===== src/rtl/camera_capture_if.sv =====
// camera_capture_if: bundles the sensor pixel bus, capture commands and the
// qualified pixel output of camera_capture.
//   master : sensor/controller side (drives iDATA/iFVAL/iLVAL/iStart/iEnd)
//   slave  : camera_capture side (drives oDATA/oDVAL/oX_Cont/oY_Cont/
//            oFrame_Cont/oBusy)
interface camera_capture_if;
  logic [11:0] iDATA;
  logic        iFVAL;
  logic        iLVAL;
  logic        iStart;
  logic        iEnd;
  logic [11:0] oDATA;
  logic        oDVAL;
  logic [10:0] oX_Cont;
  logic [10:0] oY_Cont;
  logic [31:0] oFrame_Cont;
  logic        oBusy;

  modport master (
    output iDATA, iFVAL, iLVAL, iStart, iEnd,
    input  oDATA, oDVAL, oX_Cont, oY_Cont, oFrame_Cont, oBusy
  );

  modport slave (
    input  iDATA, iFVAL, iLVAL, iStart, iEnd,
    output oDATA, oDVAL, oX_Cont, oY_Cont, oFrame_Cont, oBusy
  );
endinterface


===== src/rtl/camera_capture.sv =====
// camera_capture: qualifies raw 12-bit sensor samples with frame/line valid,
// gates whole frames on start/stop commands and tags each accepted pixel with
// its column/row, plus a count of completed captured frames.
//   iCLK        pixel clock, rising edge
//   iRST        asynchronous active-low reset
//   bus (slave) iDATA/iFVAL/iLVAL sensor bus, iStart/iEnd commands,
//               oDATA/oDVAL/oX_Cont/oY_Cont pixel out, oFrame_Cont, oBusy
// Parameter COLUMN_WIDTH: active pixels per line (column counter wrap).
// Macro CAMERA_CAPTURE_INPUT_REG_EN: adds one register stage on iDATA/iFVAL/
// iLVAL ahead of all logic (latency 2 instead of 1); iStart/iEnd undelayed.
module camera_capture #(
  parameter int unsigned COLUMN_WIDTH = 1280
) (
  input  logic              iCLK,
  input  logic              iRST,
  camera_capture_if.slave   bus
);

  typedef enum logic [1:0] {IDLE, ARMED, CAPTURING, STOPPING} state_t;

  localparam logic [10:0] LAST_COL = 11'(COLUMN_WIDTH - 1);

  state_t      state;
  logic [11:0] data;
  logic        fval;
  logic        lval;
  logic        prevFval;
  logic [10:0] xCnt;
  logic [10:0] yCnt;

`ifdef CAMERA_CAPTURE_INPUT_REG_EN
  // fval resets high alongside prevFval so a frame in progress at reset
  // release cannot look like a rising edge once it propagates through.
  always_ff @(posedge iCLK or negedge iRST) begin
    if (!iRST) begin
      data <= '0;
      fval <= 1'b1;
      lval <= 1'b0;
    end else begin
      data <= bus.iDATA;
      fval <= bus.iFVAL;
      lval <= bus.iLVAL;
    end
  end
`else
  assign data = bus.iDATA;
  assign fval = bus.iFVAL;
  assign lval = bus.iLVAL;
`endif

  logic fRise;
  logic fFall;
  logic active;
  logic accept;

  assign fRise  = fval & ~prevFval;
  assign fFall  = ~fval & prevFval;
  assign active = (state == CAPTURING) || (state == STOPPING);
  assign accept = active & fval & lval;

  assign bus.oBusy = (state != IDLE);

  always_ff @(posedge iCLK or negedge iRST) begin
    if (!iRST) begin
      state           <= IDLE;
      prevFval        <= 1'b1;
      xCnt            <= '0;
      yCnt            <= '0;
      bus.oDATA       <= '0;
      bus.oDVAL       <= 1'b0;
      bus.oX_Cont     <= '0;
      bus.oY_Cont     <= '0;
      bus.oFrame_Cont <= '0;
    end else begin
      prevFval  <= fval;
      bus.oDVAL <= accept;

      unique case (state)
        IDLE:      if (bus.iStart && !bus.iEnd) state <= ARMED;
        ARMED:     if (bus.iEnd) state <= IDLE;
                   else if (fRise) state <= CAPTURING;
        CAPTURING: if (bus.iEnd) state <= STOPPING;
        STOPPING:  if (fFall) state <= IDLE;
        default:   state <= IDLE;
      endcase

      // Coordinates are registered pre-increment so they describe oDATA.
      if (accept) begin
        bus.oDATA   <= data;
        bus.oX_Cont <= xCnt;
        bus.oY_Cont <= yCnt;
      end

      if (fRise) begin
        xCnt <= '0;
        yCnt <= '0;
      end else if (accept) begin
        if (xCnt == LAST_COL) begin
          xCnt <= '0;
          yCnt <= yCnt + 11'd1;
        end else begin
          xCnt <= xCnt + 11'd1;
        end
      end

      if (active && fFall) bus.oFrame_Cont <= bus.oFrame_Cont + 32'd1;
    end
  end

endmodule


===== src/flat_wrapper.sv =====
// flat-port wrapper written by rule: the top's interface ports become plain ports
module camera_capture_flat 
#(
  parameter int unsigned COLUMN_WIDTH = 1280
)
  (iCLK, iRST, bus_iDATA, bus_iFVAL, bus_iLVAL, bus_iStart, bus_iEnd, bus_oDATA, bus_oDVAL, bus_oX_Cont, bus_oY_Cont, bus_oFrame_Cont, bus_oBusy);
  camera_capture_if bus_i ();
  input  logic iCLK;
  input  logic iRST;
  input wire logic [$bits(bus_i.iDATA)-1:0] bus_iDATA;
  input wire logic [$bits(bus_i.iFVAL)-1:0] bus_iFVAL;
  input wire logic [$bits(bus_i.iLVAL)-1:0] bus_iLVAL;
  input wire logic [$bits(bus_i.iStart)-1:0] bus_iStart;
  input wire logic [$bits(bus_i.iEnd)-1:0] bus_iEnd;
  output wire logic [$bits(bus_i.oDATA)-1:0] bus_oDATA;
  output wire logic [$bits(bus_i.oDVAL)-1:0] bus_oDVAL;
  output wire logic [$bits(bus_i.oX_Cont)-1:0] bus_oX_Cont;
  output wire logic [$bits(bus_i.oY_Cont)-1:0] bus_oY_Cont;
  output wire logic [$bits(bus_i.oFrame_Cont)-1:0] bus_oFrame_Cont;
  output wire logic [$bits(bus_i.oBusy)-1:0] bus_oBusy;
  assign bus_i.iDATA = bus_iDATA;
  assign bus_i.iFVAL = bus_iFVAL;
  assign bus_i.iLVAL = bus_iLVAL;
  assign bus_i.iStart = bus_iStart;
  assign bus_i.iEnd = bus_iEnd;
  assign bus_oDATA = bus_i.oDATA;
  assign bus_oDVAL = bus_i.oDVAL;
  assign bus_oX_Cont = bus_i.oX_Cont;
  assign bus_oY_Cont = bus_i.oY_Cont;
  assign bus_oFrame_Cont = bus_i.oFrame_Cont;
  assign bus_oBusy = bus_i.oBusy;
  camera_capture #(.COLUMN_WIDTH(COLUMN_WIDTH)) u_core (.iCLK(iCLK), .iRST(iRST), .bus(bus_i));
endmodule

===== config.mk =====
export PLATFORM = sky130hd
export DESIGN_NAME = camera_capture_flat
export DESIGN_NICKNAME = d
export VERILOG_FILES = /design/src/rtl/camera_capture_if.sv /design/src/rtl/camera_capture.sv /design/src/flat_wrapper.sv
export SDC_FILE = /design/constraint.sdc
export NUM_CORES = 1
export LEC_CHECK = 0
export ABC_AREA = 1
export CAP_MARGIN = 20
export CORE_AREA = 3 3 103 105
export CTS_CLUSTER_DIAMETER = 200
export DETAILED_ROUTE_END_ITERATION = 8
export DIE_AREA = 0 0 106 108
export HOLD_SLACK_MARGIN = 0.03
export MAX_ROUTING_LAYER = met4
export PLACE_DENSITY_LB_ADDON = 0.15
export REMOVE_ABC_BUFFERS = 1
export SYNTH_ARGS = -nofsm -noshare
export SYNTH_HDL_FRONTEND = slang
export SYNTH_SLANG_ARGS = --single-unit

===== constraint.sdc =====
create_clock -name iCLK -period 1.4 [get_ports iCLK]
set_input_delay 0.21 -clock iCLK [delete_from_list [all_inputs] [get_ports iCLK]]
set_output_delay 0.21 -clock iCLK [all_outputs]
set_load 0.05 [all_outputs]

== Yosys cells after proc, flatten, opt, wreduce, memory -nomap -nowiden ==
Index checks and enable logic that the tools add are counted.
Word-level totals
  flip-flop bits (word level): 92
  output and inout port bits: 68
Operators by class
  add/subtract/negate cells: 3
  equal/unequal tests: 8
  multiplexer cells: 12
  bitwise logic cells: 6
  reductions and logical operators: 10
Operators with widths (count)
  $mux 11: 6
  $add 32x1->32 const B: 1
  $add 11x1->11 const B: 2
  $eq 11x11->1 const B: 1
  $mux 2: 5
  $pmux 2 s4: 1
  $reduce_bool 2->1: 3
  $and 1x1->1: 4
  $eq 2x2->1 const B: 2
  $ne 2x1->1 const B: 2
  $reduce_and 4->1: 1
  $ne 3x2->1 const B: 1
  $eq 2x1->1 const B: 1
  $logic_and 1x1->1: 2
  $logic_not 2->1: 1
  $ne 2x2->1 const B: 1
  $not 1->1: 2
  $reduce_and 2->1: 1
  $logic_not 1->1: 1
  $logic_or 1x1->1: 1

== Logic depth before layout (Yosys ltp) ==
Gate-level depths: netlist of run 1.
  depth in word-level cells: 6
  depth in mapped cells: 11
  mapped depth without buffers: 10

== Least setup slack after synthesis of run 1 ==
Ideal clock, no wire load.
  path kind: register to register
  start: reg u_core.bus.oFrame_Cont[1]
  end: reg u_core.bus.oFrame_Cont[20]
  data arrival time: 1.696 ns
  data required time: 1.258 ns
  setup slack: -0.438 ns
  cell stages (with the launch flop): 8
  path buffers: 0
  cells stage by stage: dfrtp_1 ha_1 nand3_1 nor2_4 nand2_2 nor2_4 nand2_1 xnor2_1
Between the ends
  cells in the longest elaborated chain, start to end: 1
RTL lines
  from (decl): line camera_capture_if.sv:26  | output oDATA, oDVAL, oX_Cont, oY_Cont, oFrame_Cont, oBusy
  from (signal assigned): line camera_capture.sv:106  | if (active && fFall) bus.oFrame_Cont <= bus.oFrame_Cont + 32'd1;
  $add 32x1->32: line camera_capture.sv:106
Every way passes these cells.
A chain may end at the register's enable or synchronous reset.

== Worst setup path after layout of run 1 ==
  start: reg u_core.xCnt[0]
  end: reg u_core.xCnt[10]
Between the ends
  cells in the longest elaborated chain, start to end: 4
  elaborated cells on any way between the ends: 5
  classes of those cells: add/sub: 1; eq/ne: 1; mux: 3
RTL lines
  from (decl): line camera_capture.sv:28  | logic [10:0] xCnt;
  from (signal assigned): line camera_capture.sv:102  | xCnt <= xCnt + 11'd1;
  $add 11x1->11 or $eq 11x11->1 (tied branches): line camera_capture.sv:102, camera_capture.sv:98
  $mux 11 *: line camera_capture.sv:98  | if (xCnt == LAST_COL) begin
  $mux 11 *: line camera_capture.sv:97  | end else if (accept) begin
  $mux 11 *: line camera_capture.sv:94  | if (fRise) begin
Mark *: on every way between the ends. The rest lies on a longest branch, timed or not. The select of a mux whose other input is x is not followed.

==> results of run 1 <==
[final cells by class]
type                    instances  share of cell area
flip-flops and latches         92               0.291
clock inverters                 5             0.00756
inverters                      52              0.0255
multi-input cells             434               0.301
well taps                     133              0.0209
clock buffers                  11              0.0178
repair buffers                213               0.336
[cell usage after synthesis (2+ instances only)]
| cell | instances |
|---|---|
| sky130_fd_sc_hd__a21oi_1 | 2 |
| sky130_fd_sc_hd__buf_2 | 5 |
| sky130_fd_sc_hd__clkbuf_1 | 4 |
| sky130_fd_sc_hd__dfrtp_1 | 91 |
| sky130_fd_sc_hd__ha_1 | 3 |
| sky130_fd_sc_hd__inv_1 | 51 |
| sky130_fd_sc_hd__nand2_1 | 244 |
| sky130_fd_sc_hd__nand2_2 | 3 |
| sky130_fd_sc_hd__nand3_1 | 30 |
| sky130_fd_sc_hd__nand3b_1 | 6 |
| sky130_fd_sc_hd__nand4_1 | 7 |
| sky130_fd_sc_hd__nor2_1 | 64 |
| sky130_fd_sc_hd__nor2_2 | 3 |
| sky130_fd_sc_hd__nor2_4 | 3 |
| sky130_fd_sc_hd__nor3_1 | 7 |
| sky130_fd_sc_hd__o21ai_0 | 25 |
| sky130_fd_sc_hd__xnor2_1 | 6 |
| sky130_fd_sc_hd__xor2_1 | 21 |
[flip-flops by register name (all words and copies together), names as in the netlist, named ones only]
register,flops
u_core.bus.oFrame_Cont,32
u_core.bus.oDATA,12
u_core.bus.oX_Cont,11
u_core.bus.oY_Cont,11
u_core.xCnt,11
u_core.yCnt,11
u_core.bus.oDVAL,1
u_core.prevFval,1
u_core.state,1
[cell usage in the layout, fill, tap and decap left out, types with 2 or more instances in the layout]
cell and n:
sky130_fd_sc_hd__nand3_4 2, sky130_fd_sc_hd__o21ai_0 19, sky130_fd_sc_hd__xnor2_1 5, sky130_fd_sc_hd__dfrtp_2 8, sky130_fd_sc_hd__nor2_4 17, sky130_fd_sc_hd__nand4_1 7
sky130_fd_sc_hd__nand2_8 2, sky130_fd_sc_hd__o21ai_1 4, sky130_fd_sc_hd__nand3b_1 6, sky130_fd_sc_hd__buf_6 25, sky130_fd_sc_hd__buf_12 72, sky130_fd_sc_hd__nand3_1 26
sky130_fd_sc_hd__nor2_1 34, sky130_fd_sc_hd__nand2_1 216, sky130_fd_sc_hd__clkbuf_8 10, sky130_fd_sc_hd__xor2_1 21, sky130_fd_sc_hd__clkdlybuf4s50_1 16, sky130_fd_sc_hd__nor3_4 3
sky130_fd_sc_hd__dfrtp_1 83, sky130_fd_sc_hd__nor3_2 2, sky130_fd_sc_hd__nand2_2 21, sky130_fd_sc_hd__clkinvlp_4 3, sky130_fd_sc_hd__o21ai_2 3, sky130_fd_sc_hd__inv_2 5
sky130_fd_sc_hd__nand3_2 4, sky130_fd_sc_hd__nor2_2 19, sky130_fd_sc_hd__nor3_1 4, sky130_fd_sc_hd__buf_4 97, sky130_fd_sc_hd__nand2_4 10, sky130_fd_sc_hd__inv_1 45
[logic make-up after synthesis]
logic type               after synthesis  synth area share
AO/OA/AOI/OAI                         30            0.0349
XOR/XNOR                              27            0.0519
adder cells (fa/ha/maj)                3           0.00824
buffers and inverters                 62            0.0541
flip-flops                            92             0.506
AND/OR/NAND/NOR                      373             0.345
[path summary, 6_finish.rpt]
check / start / end / slack, ps / depth (start not counted)
min in group iCLK: bus_iDATA[5] / u_core.bus.oDATA[5] / 370 / 3
hold / removal: iRST / u_core.bus.oFrame_Cont[8] / 300 / 2
setup reg to reg: u_core.xCnt[0] / u_core.xCnt[10] / -200 / 9
max in group asynchronous: iRST / u_core.bus.oFrame_Cont[28] / 540 / 3
hold reg to reg: u_core.yCnt[7] / u_core.yCnt[7] / 530 / 2
setup / recovery: u_core.xCnt[0] / u_core.xCnt[10] / -200 / 9
[power by group]
part	internal (uW)	switching [uW]	total (uW)
sequential	3040	501	3540
clock	883	1000	1890
combinational	2040	2240	4270
[routing by layer]
layer / share of wire / global-route usage
met2: 0.53 / 0.437
met3: 0.052 / 0.0257
met4: 0.038 / 0.0990
met5: 0 / -
met1: 0.38 / 0.269
[stage by stage]
| step | worst slack [ps] | utilization | hold WS (ps) | total power, uW | cell area (um2) |
|---|---|---|---|---|---|
| 5_1_grt | -254 | 0.817 | 338 | 10000 | 7950 |
| 4_1_cts | -165 | 0.763 | 312 | 9380 | 7430 |
| 6_report | -203 | 0.817 | 304 | 9700 | 7950 |
| 3_5_place_dp | -334 | 0.709 | 169 | 7340 | 6900 |
| 3_3_place_gp | -263 | 0.709 | 162 | 7250 | 6900 |
| 2_1_floorplan | -544 | - | -85.6 | 5090 | 4500 |
[timing repair]
item | 4_1_cts | 5_1_grt
endpoints found under the setup margin | 43 | 55
setup buffers | 14 | 28
gates resized for setup | 59 | 93
hold endpoints to repair | 24 | 0
pin swaps | 29 | 39
gates cloned | 1 | 2
hold buffers | 1 | 0
[critical path, stage by stage (launching register included)]
cell and delay, ps:
sky130_fd_sc_hd__dfrtp_1 430, sky130_fd_sc_hd__ha_4 180, sky130_fd_sc_hd__buf_4 110, sky130_fd_sc_hd__buf_6 80, sky130_fd_sc_hd__nand4_1 80, sky130_fd_sc_hd__nor2_2 170, sky130_fd_sc_hd__nand4_1 160, sky130_fd_sc_hd__nand2_1 130
sky130_fd_sc_hd__nand2_2 70, sky130_fd_sc_hd__nor2_2 120
==> results by group, run 1 <==
Timing
  • Fmax achieved: 624 MHz
  • Final setup skew: 15.5 ps
  • Unrepaired setup endpoints after global routing: true
  • Final-layout setup total negative slack: -5240 ps
  • Worst relative slew slack: 0.722
  • Max Transition Viols Final: 0
  • Final critical-path share of the clock period: 1.14
  • Final hold violation count: 0
  • Worst Tran Pin Value: 417 ps
  • Setup-violating endpoint count in the final report: 54
  • Crit path time final: 1600 ps
  • Post-route worst setup slack: -203 ps

CTS
  • Reg clk slew, reported paths: 110 ps
  • # H-tree levels: 3
  • Buffer cell driving the clock tree root: sky130_fd_sc_hd__clkbuf_8
  • Total CTS buffers: 9
  • Bufs on Longest Clock Path: 2
  • Clock latency of the later-clocked register in the worst-skew pair: 370 ps
  • TritonCTS clock tree: yes
  • Number of clock sinks seen by CTS: 92

Layout
  • Filler Cells Inserted: 560
  • Share of cells above drive strength 1: 0.390
  • Layout-stage area growth over the synthesis result: 74.5%
  • Flip-flop and latch area: 2310 um2
  • Antenna fix cells: 0
  • Final #Nets: 823
  • Total area of multi-input combinational cells: 2390 um2
  • Final non-filler cell total: 940

Synth
  • Post-synthesis average cell area: 7.76 um2
  • Fraction of synthesis flops using an asynchronous set or reset pin: 1.00
  • Number of enable-type register cells in the synthesized netlist: 0
  • Summed instance area of the synthesized netlist: 4560 um2
  • Cell type contributing the most total cell area after synthesis: sky130_fd_sc_hd__dfrtp_1
  • Synth Instances: 587
  • #FFs+latches synth: 92
  • Cell types occupying the most area after synthesis: sky130_fd_sc_hd__dfrtp_1 (50%), sky130_fd_sc_hd__nand2_1 (20%), sky130_fd_sc_hd__nor2_1 (5.3%)
  • Count of unique library cells instantiated by Yosys: 30
  • Area share of the largest cell type after synthesis: 0.500
  • Warnings, synthesis: 0
  • Dominant register cell in the synthesized netlist: sky130_fd_sc_hd__dfrtp_1
  • Sequential share of the synthesized area: 0.506

GRT
  • GRT Total Usage: 0.239
  • Gr ovfl total: 0
  • Global-route wire length before repair: 21.4 mm
  • Antenna violations before repair: 0
  • Number of global-route vias before repair: 4623
  • Largest net degree at the start of global routing: 31

Hold path
  • Kind of path behind the tightest hold check: primary input to async pin

Power and ir drop
  • Worst vdd ir: 1210 uV
  • Areal power density over the cells: 1220 nW/um2
  • Leakage power: 0.00381 uW

Setup path
  • Critical Setup Path Class: register to register
  • Arrival time at the worst endpoint: 1890 ps
  • Required time of the critical path: 1690 ps
  • Worst-path maximum fanout: 2
  • Crit start category: register
  • Critical path endpoint category: register

Die
  • Die Footprint: 11400 um2
  • Core Area: 9730 um2
  • Site Rows: 36
  • Effective utilization at floorplan: 0.468
  • Number of ports placed on the die boundary: 86
  • Floorplan die height: 108 um
  • Die Width: 106 um

Routing
  • 1st-iter DRT viols: 359
  • Average vias per placed instance: 5.18
  • Final WL: 15.4 mm
  • Routed Antenna Nets: 0
  • Drt drc: 0
  • Number of vias after detailed routing: 4870
  • Average wire per cell in the routed design: 16.3 um
  • First-pass detailed-route iteration total: 5

Outcome
  • Outcome: finished with violations
  • Violations in the final reports: setup timing

Placed design
  • Number of placed instances, taps included: 883
  • Detailed Place HPWL: 9.04 mm
  • Final weighted congestion in routability-driven placement: 0.945
  • Port bufs: 85

Job
  • Maximum capacitance violations: 0
No activity file was read; power rests on OpenSTA's default activity.
==> run 2, diff against run 1 <==
- RECOVER_POWER: unset -> 50
==> results by group, run 2 (synthesis results as in run 1) <==
Setup path
  • Crit start category: register
  • Worst R2R Start: u_core.xCnt[0]
  • Arrival time at the worst endpoint: 1900 ps (about the same)
  • Max stage delay on crit path: 430 ps (about the same)
  • Total buffers and inverters traversed by the critical path: 2 (unchanged)
  • Worst-path cell chain: ha_4 -> buf_4 -> buf_6 -> nand4_1 -> nor2_2 -> nand4_1 -> nand2_1 -> nand2_2 -> nor2_2
  • Critical Setup Path Class: register to register
  • Critical path origin: u_core.xCnt[0]
  • Slowest-stage cell, CP: sky130_fd_sc_hd__dfrtp_1
  • Critical path endpoint category: register
  • Family with the most delay on the worst path: simple AND/OR/NAND/NOR gates
  • Required time of the critical path: 1690 ps (about the same)
  • Worst-path maximum fanout: 2 (unchanged)

Routing
  • Number of vias after detailed routing: 4881 (+0.23%)
  • First-pass detailed-route iteration total: 5 (unchanged)
  • Average wire per cell in the routed design: 16.3 um (about the same)
  • 1st-iter DRT viols: 385 (+7.2%)
  • Drt drc: 0 (unchanged)
  • Routed Antenna Nets: 0 (unchanged)
  • Final WL: 15.3 mm (about the same)
  • Average vias per placed instance: 5.19 (+0.23%)

Die
  • Floorplan die height: 108 um (unchanged)
  • Die Width: 106 um (unchanged)
  • Effective utilization at floorplan: 0.468 (unchanged)
  • Site Rows: 36 (unchanged)
  • Core Area: 9730 um2 (unchanged)
  • Die Footprint: 11400 um2 (unchanged)
  • Number of ports placed on the die boundary: 86 (unchanged)

Placed design
  • Final weighted congestion in routability-driven placement: 0.945 (unchanged)
  • Port bufs: 85 (unchanged)
  • Detailed Place HPWL: 9.04 mm (unchanged)

GRT
  • Antenna violations before repair: 0 (unchanged)
  • Largest net degree at the start of global routing: 31 (unchanged)
  • Gr ovfl total: 0 (unchanged)
  • Global-route wire length before repair: 21.4 mm (unchanged)
  • GRT Total Usage: 0.239 (unchanged)
  • Number of global-route vias before repair: 4623 (unchanged)

Power and ir drop
  • Areal power density over the cells: 1220 nW/um2 (+0.14%)
  • Leakage power: 0.00380 uW (-0.25%)
  • Worst vdd ir: 1210 uV (about the same)
  • Post-route total power: 9680 uW (-0.29%)

CTS
  • Reg clk slew, reported paths: 100 ps (about the same)
  • Buffer cell driving the clock tree root: sky130_fd_sc_hd__clkbuf_8
  • # H-tree levels: 3 (unchanged)
  • TritonCTS clock tree: yes
  • Bufs on Longest Clock Path: 2 (unchanged)
  • Number of clock sinks seen by CTS: 92 (unchanged)
  • Total CTS buffers: 9 (unchanged)
  • Clock latency of the later-clocked register in the worst-skew pair: 370 ps (about the same)

Layout
  • Final #Nets: 823 (unchanged)
  • Commonest cells after routing, fill and taps aside: sky130_fd_sc_hd__nand2_1 (216), sky130_fd_sc_hd__buf_4 (96), sky130_fd_sc_hd__dfrtp_1 (83)
  • Register containing the most flip-flops in the final layout: u_core.bus.oFrame_Cont
  • Share of cells above drive strength 1: 0.390 (unchanged)
  • Top Registers: u_core.bus.oFrame_Cont x32, u_core.bus.oDATA x12
  • Leading cell type in the layout, fill and taps excluded: sky130_fd_sc_hd__nand2_1
  • Total area of multi-input combinational cells: 2380 um2 (-0.31%)
  • Antenna fix cells: 0 (unchanged)
  • Layout-stage area growth over the synthesis result: 73.7%
  • Filler Cells Inserted: 565 (+0.89%)
  • Flip-flop and latch area: 2310 um2 (unchanged)
  • Flip-flop count of the largest register, all copies and words added: 32 (unchanged)

Timing
  • Unrepaired setup endpoints after global routing: true
  • Fmax achieved: 623 MHz (-0.11%)
  • Final setup skew: 16.9 ps (+1.36 ps)
  • Setup-violating endpoint count in the final report: 56 (+3.7%)
  • Crit path time final: 1600 ps (+1.76 ps)
  • Max Transition Viols Final: 0 (unchanged)
  • Final hold violation count: 0 (unchanged)
  • Worst Tran Pin Value: 734 ps (+317 ps)
  • Post-route worst setup slack: -205 ps (-1.76 ps)
  • Worst relative slew slack: 0.511 (-0.211)
  • Final-layout setup total negative slack: -5620 ps (-380 ps)
  • Final critical-path share of the clock period: 1.15 (+0.00126)

Job
  • Maximum capacitance violations: 0 (unchanged)

Outcome
  • Outcome: finished with violations
  • Violations in the final reports: setup timing

Hold path
  • Beginning of the worst hold path: bus_iDATA[5]
  • Kind of path behind the tightest hold check: primary input to register
==> run 2: cell types whose count changed in the layout (fill, tap and decap cells not counted), sizes merged <==
cell and delta:
clkdlybuf4s50 -1, buf -1, dlygate4sd3 +1, clkbuf +1
==> run 2: report_power, final <==
group          total, uW  switching [uW]  leakage (uW)  internal (uW)
Combinational       4260            2230       0.00247           2030
Sequential          3540             497       0.00122           3040
Clock               1880             998     0.0000999            883
Total               9680            3720       0.00380           5950
==> run 2: metal layers <==
layer,track usage,up-vias,wire length [um]
met1,0.269,2352,5790
met5,-,-,0
met2,0.437,206,8200
met4,0.0990,0,588
li1,-,2260,-
met3,0.0257,63,775
==> run 2: stage by stage <==
| stage | cell area [um2] | hold slack, ps | setup slack [ps] | instances | utilization |
|---|---|---|---|---|---|
| after floorplan | 4500 | -85.6 | -544 | 577 | - |
| after global placement | 6900 | 162 | -263 | 883 | 0.709 |
| after detailed placement | 6900 | 169 | -334 | 883 | 0.709 |
| after CTS | 7430 | 312 | -165 | 915 | 0.763 |
| after global routing | 7910 | 381 | -254 | 940 | 0.813 |
| final | 7910 | 372 | -205 | 940 | 0.813 |
==> run 2: area by class of cell <==
type	count	share of cell area
well taps	133	0.0210
multi-input cells	434	0.301
clock inverters	5	0.00759
repair buffers	213	0.335
clock buffers	11	0.0179
flip-flops and latches	92	0.292
inverters	52	0.0256
==> run 2: worst paths after layout <==
kind | end | slack (ps) | cells past startpoint
max in group asynchronous | u_core.bus.oFrame_Cont[3] | 130 | 3
worst min-delay path | u_core.bus.oDATA[5] | 370 | 3
worst max-delay path | u_core.xCnt[10] | -200 | 9
worst max register to register | u_core.xCnt[10] | -200 | 9
worst min register to register | u_core.yCnt[7] | 530 | 2
min in group asynchronous | u_core.bus.oFrame_Cont[8] | 420 | 2
==> run 2: worst min-delay path, cell delays in order <==
cell and delay, ps:
sky130_fd_sc_hd__clkdlybuf4s50_1 400, sky130_fd_sc_hd__nand2_1 60, sky130_fd_sc_hd__nand2_1 40
==> run 2: timing repair <==
item	in CTS	in global routing
endpoints found under the setup margin	43	55
gates cloned	1	2
pin swaps	29	39
buffers inserted	14	28
gates resized for setup	59	93
endpoints found under the hold margin	24	0
hold buffers	1	0
==> run 3, diff against run 2 <==
- CTS_BUF_LIST: unset -> sky130_fd_sc_hd__clkbuf_8 sky130_fd_sc_hd__clkbuf_16
==> results by group, run 3 (synthesis results as in run 1) <==
Placed design
  • Detailed Place HPWL: 9.04 mm (unchanged)
  • Final weighted congestion in routability-driven placement: 0.945 (unchanged)
  • Port bufs: 85 (unchanged)

Timing
  • Worst Tran Pin Value: 734 ps (unchanged)
  • Setup-violating endpoint count in the final report: 56 (unchanged)
  • Fmax achieved: 623 MHz (about the same)
  • Unrepaired setup endpoints after global routing: true
  • Worst relative slew slack: 0.511 (unchanged)
  • Final critical-path share of the clock period: 1.15 (about the same)
  • Max Transition Viols Final: 0 (unchanged)
  • Final hold violation count: 0 (unchanged)
  • Post-route worst setup slack: -205 ps (-0.0300 ps)
  • Final setup skew: 16.9 ps (unchanged)
  • Final-layout setup total negative slack: -5620 ps (+0.910 ps)
  • Crit path time final: 1600 ps (+0.0300 ps)

Routing
  • Routed Antenna Nets: 0 (unchanged)
  • Average wire per cell in the routed design: 16.3 um (about the same)
  • Average vias per placed instance: 5.19 (about the same)
  • 1st-iter DRT viols: 385 (unchanged)
  • Drt drc: 0 (unchanged)
  • First-pass detailed-route iteration total: 5 (unchanged)
  • Final WL: 15.4 mm (about the same)
  • Number of vias after detailed routing: 4883 (+0.041%)

CTS
  • Buffer cell driving the clock tree root: sky130_fd_sc_hd__clkbuf_8
  • TritonCTS clock tree: yes
  • Bufs on Longest Clock Path: 2 (unchanged)
  • Clock latency of the later-clocked register in the worst-skew pair: 370 ps (about the same)
  • # H-tree levels: 3 (unchanged)
  • Reg clk slew, reported paths: 100 ps (about the same)
  • Total CTS buffers: 9 (unchanged)
  • Number of clock sinks seen by CTS: 92 (unchanged)

Power and ir drop
  • Leakage power: 0.00380 uW (+0.11%)
  • Worst vdd ir: 1210 uV (about the same)
  • Areal power density over the cells: 1220 nW/um2 (about the same)

Outcome
  • Violations in the final reports: setup timing
  • Outcome: finished with violations

Layout
  • Commonest cells after routing, fill and taps aside: sky130_fd_sc_hd__nand2_1 (216), sky130_fd_sc_hd__buf_4 (96), sky130_fd_sc_hd__dfrtp_1 (83)
  • Register containing the most flip-flops in the final layout: u_core.bus.oFrame_Cont
  • Share of cells above drive strength 1: 0.390 (unchanged)
  • Layout-stage area growth over the synthesis result: 73.7% (unchanged)
  • Antenna fix cells: 0 (unchanged)
  • Flip-flop and latch area: 2310 um2 (unchanged)
  • Flip-flop count of the largest register, all copies and words added: 32 (unchanged)
  • Final #Nets: 823 (unchanged)
  • Filler Cells Inserted: 565 (unchanged)
  • Post-route core utilization: 0.813 (unchanged)
  • Leading cell type in the layout, fill and taps excluded: sky130_fd_sc_hd__nand2_1
  • Top Registers: u_core.bus.oFrame_Cont x32, u_core.bus.oDATA x12
  • Total area of multi-input combinational cells: 2380 um2 (unchanged)

GRT
  • Gr ovfl total: 0 (unchanged)
  • Met3 routing resource usage after global routing: 0.0257 (unchanged)
  • GRT Total Usage: 0.239 (unchanged)
  • Number of global-route vias before repair: 4623 (unchanged)
  • Routing usage on met2: 0.437 (unchanged)
  • Gr busiest metal: met2
  • Largest net degree at the start of global routing: 31 (unchanged)
  • Antenna violations before repair: 0 (unchanged)
  • Met1 usage: 0.269 (unchanged)
  • Global-route wire length before repair: 21.4 mm (unchanged)

Die
  • Floorplan die height: 108 um (unchanged)
  • Die Width: 106 um (unchanged)
  • Core Area: 9730 um2 (unchanged)
  • Site Rows: 36 (unchanged)
  • Die Footprint: 11400 um2 (unchanged)
  • Effective utilization at floorplan: 0.468 (unchanged)
  • Number of ports placed on the die boundary: 86 (unchanged)

Setup path
  • Required time of the critical path: 1690 ps (about the same)
  • Critical path endpoint category: register
  • Worst-path cell chain: ha_4 -> buf_4 -> buf_6 -> nand4_1 -> nor2_2 -> nand4_1 -> nand2_1 -> nand2_2 -> nor2_2
  • Total buffers and inverters traversed by the critical path: 2 (unchanged)
  • Worst-path maximum fanout: 2 (unchanged)
  • Slowest-stage cell, CP: sky130_fd_sc_hd__dfrtp_1
  • Critical path origin: u_core.xCnt[0]
  • Family with the most delay on the worst path: simple AND/OR/NAND/NOR gates
  • Max stage delay on crit path: 430 ps (about the same)
  • Crit start category: register
  • Critical Setup Path Class: register to register
  • Worst R2R Start: u_core.xCnt[0]
  • Arrival time at the worst endpoint: 1900 ps (about the same)

Hold path
  • Beginning of the worst hold path: bus_iDATA[5]
  • Kind of path behind the tightest hold check: primary input to register

Job
  • Maximum capacitance violations: 0 (unchanged)
==> run 3: changes by cell type in the layout (fill, tap and decap cells not counted), sizes merged <==
cell	before	now
clkbuf	13	12
inv	51	52
==> run 3: path summary, 6_finish.rpt <==
check	slack, ps	to	cells past startpoint
setup / recovery	-200	u_core.xCnt[10]	9
hold / removal	370	u_core.bus.oDATA[5]	3
max in group asynchronous	130	u_core.bus.oFrame_Cont[3]	3
min in group asynchronous	420	u_core.bus.oFrame_Cont[8]	2
setup reg to reg	-200	u_core.xCnt[10]	9
hold reg to reg	530	u_core.yCnt[7]	2
==> run 3: repair_timing <==
item | 4_1_cts | 5_1_grt
pin swaps | 29 | 39
setup endpoints to repair | 43 | 55
hold buffers | 1 | 0
cloned | 1 | 2
buffers inserted | 14 | 28
endpoints found under the hold margin | 24 | 0
gates resized for setup | 59 | 93
==> run 3: metrics by stage <==
step	hold slack [ps]	power [uW]	setup slack, ps	cell area (um2)	instances
final	372	9670	-205	7910	940
after global routing	381	10000	-254	7910	940
after CTS	312	9370	-165	7430	915
after detailed placement	169	7340	-334	6900	883
after global placement	162	7250	-263	6900	883
after floorplan	-85.6	5090	-544	4500	577
==> run 3: worst register-to-register path, stage by stage, from the launching register on <==
cell and delay [ps]:
sky130_fd_sc_hd__dfrtp_1 430, sky130_fd_sc_hd__ha_4 180, sky130_fd_sc_hd__buf_4 110, sky130_fd_sc_hd__buf_6 80, sky130_fd_sc_hd__nand4_1 80, sky130_fd_sc_hd__nor2_2 170, sky130_fd_sc_hd__nand4_1 160, sky130_fd_sc_hd__nand2_1 130
sky130_fd_sc_hd__nand2_2 70, sky130_fd_sc_hd__nor2_2 120
==> run 3: power breakdown <==
| part | leakage [uW] | switching (uW) | internal (uW) |
|---|---|---|---|
| Clock | 0.000104 | 999 | 876 |
| Combinational | 0.00247 | 2230 | 2030 |
| Sequential | 0.00122 | 497 | 3040 |
| Total | 0.00380 | 3730 | 5940 |
==> run 3: layout make-up <==
cell class                      count  share of cell area
Timing Repair Buffer              213               0.335
Inverter                           52              0.0256
Clock inverter                      6             0.00806
Sequential cell                    92               0.292
Clock buffer                       10              0.0174
Multi-Input combinational cell    434               0.301
Tap cell                          133              0.0210
==> run 3: per-layer routing <==
| metal | routed length (um) | share of wire |
|---|---|---|
| met1 | 5790 | 0.38 |
| met2 | 8190 | 0.53 |
| met3 | 775 | 0.050 |
| met4 | 588 | 0.038 |
| met5 | 0 | 0 |
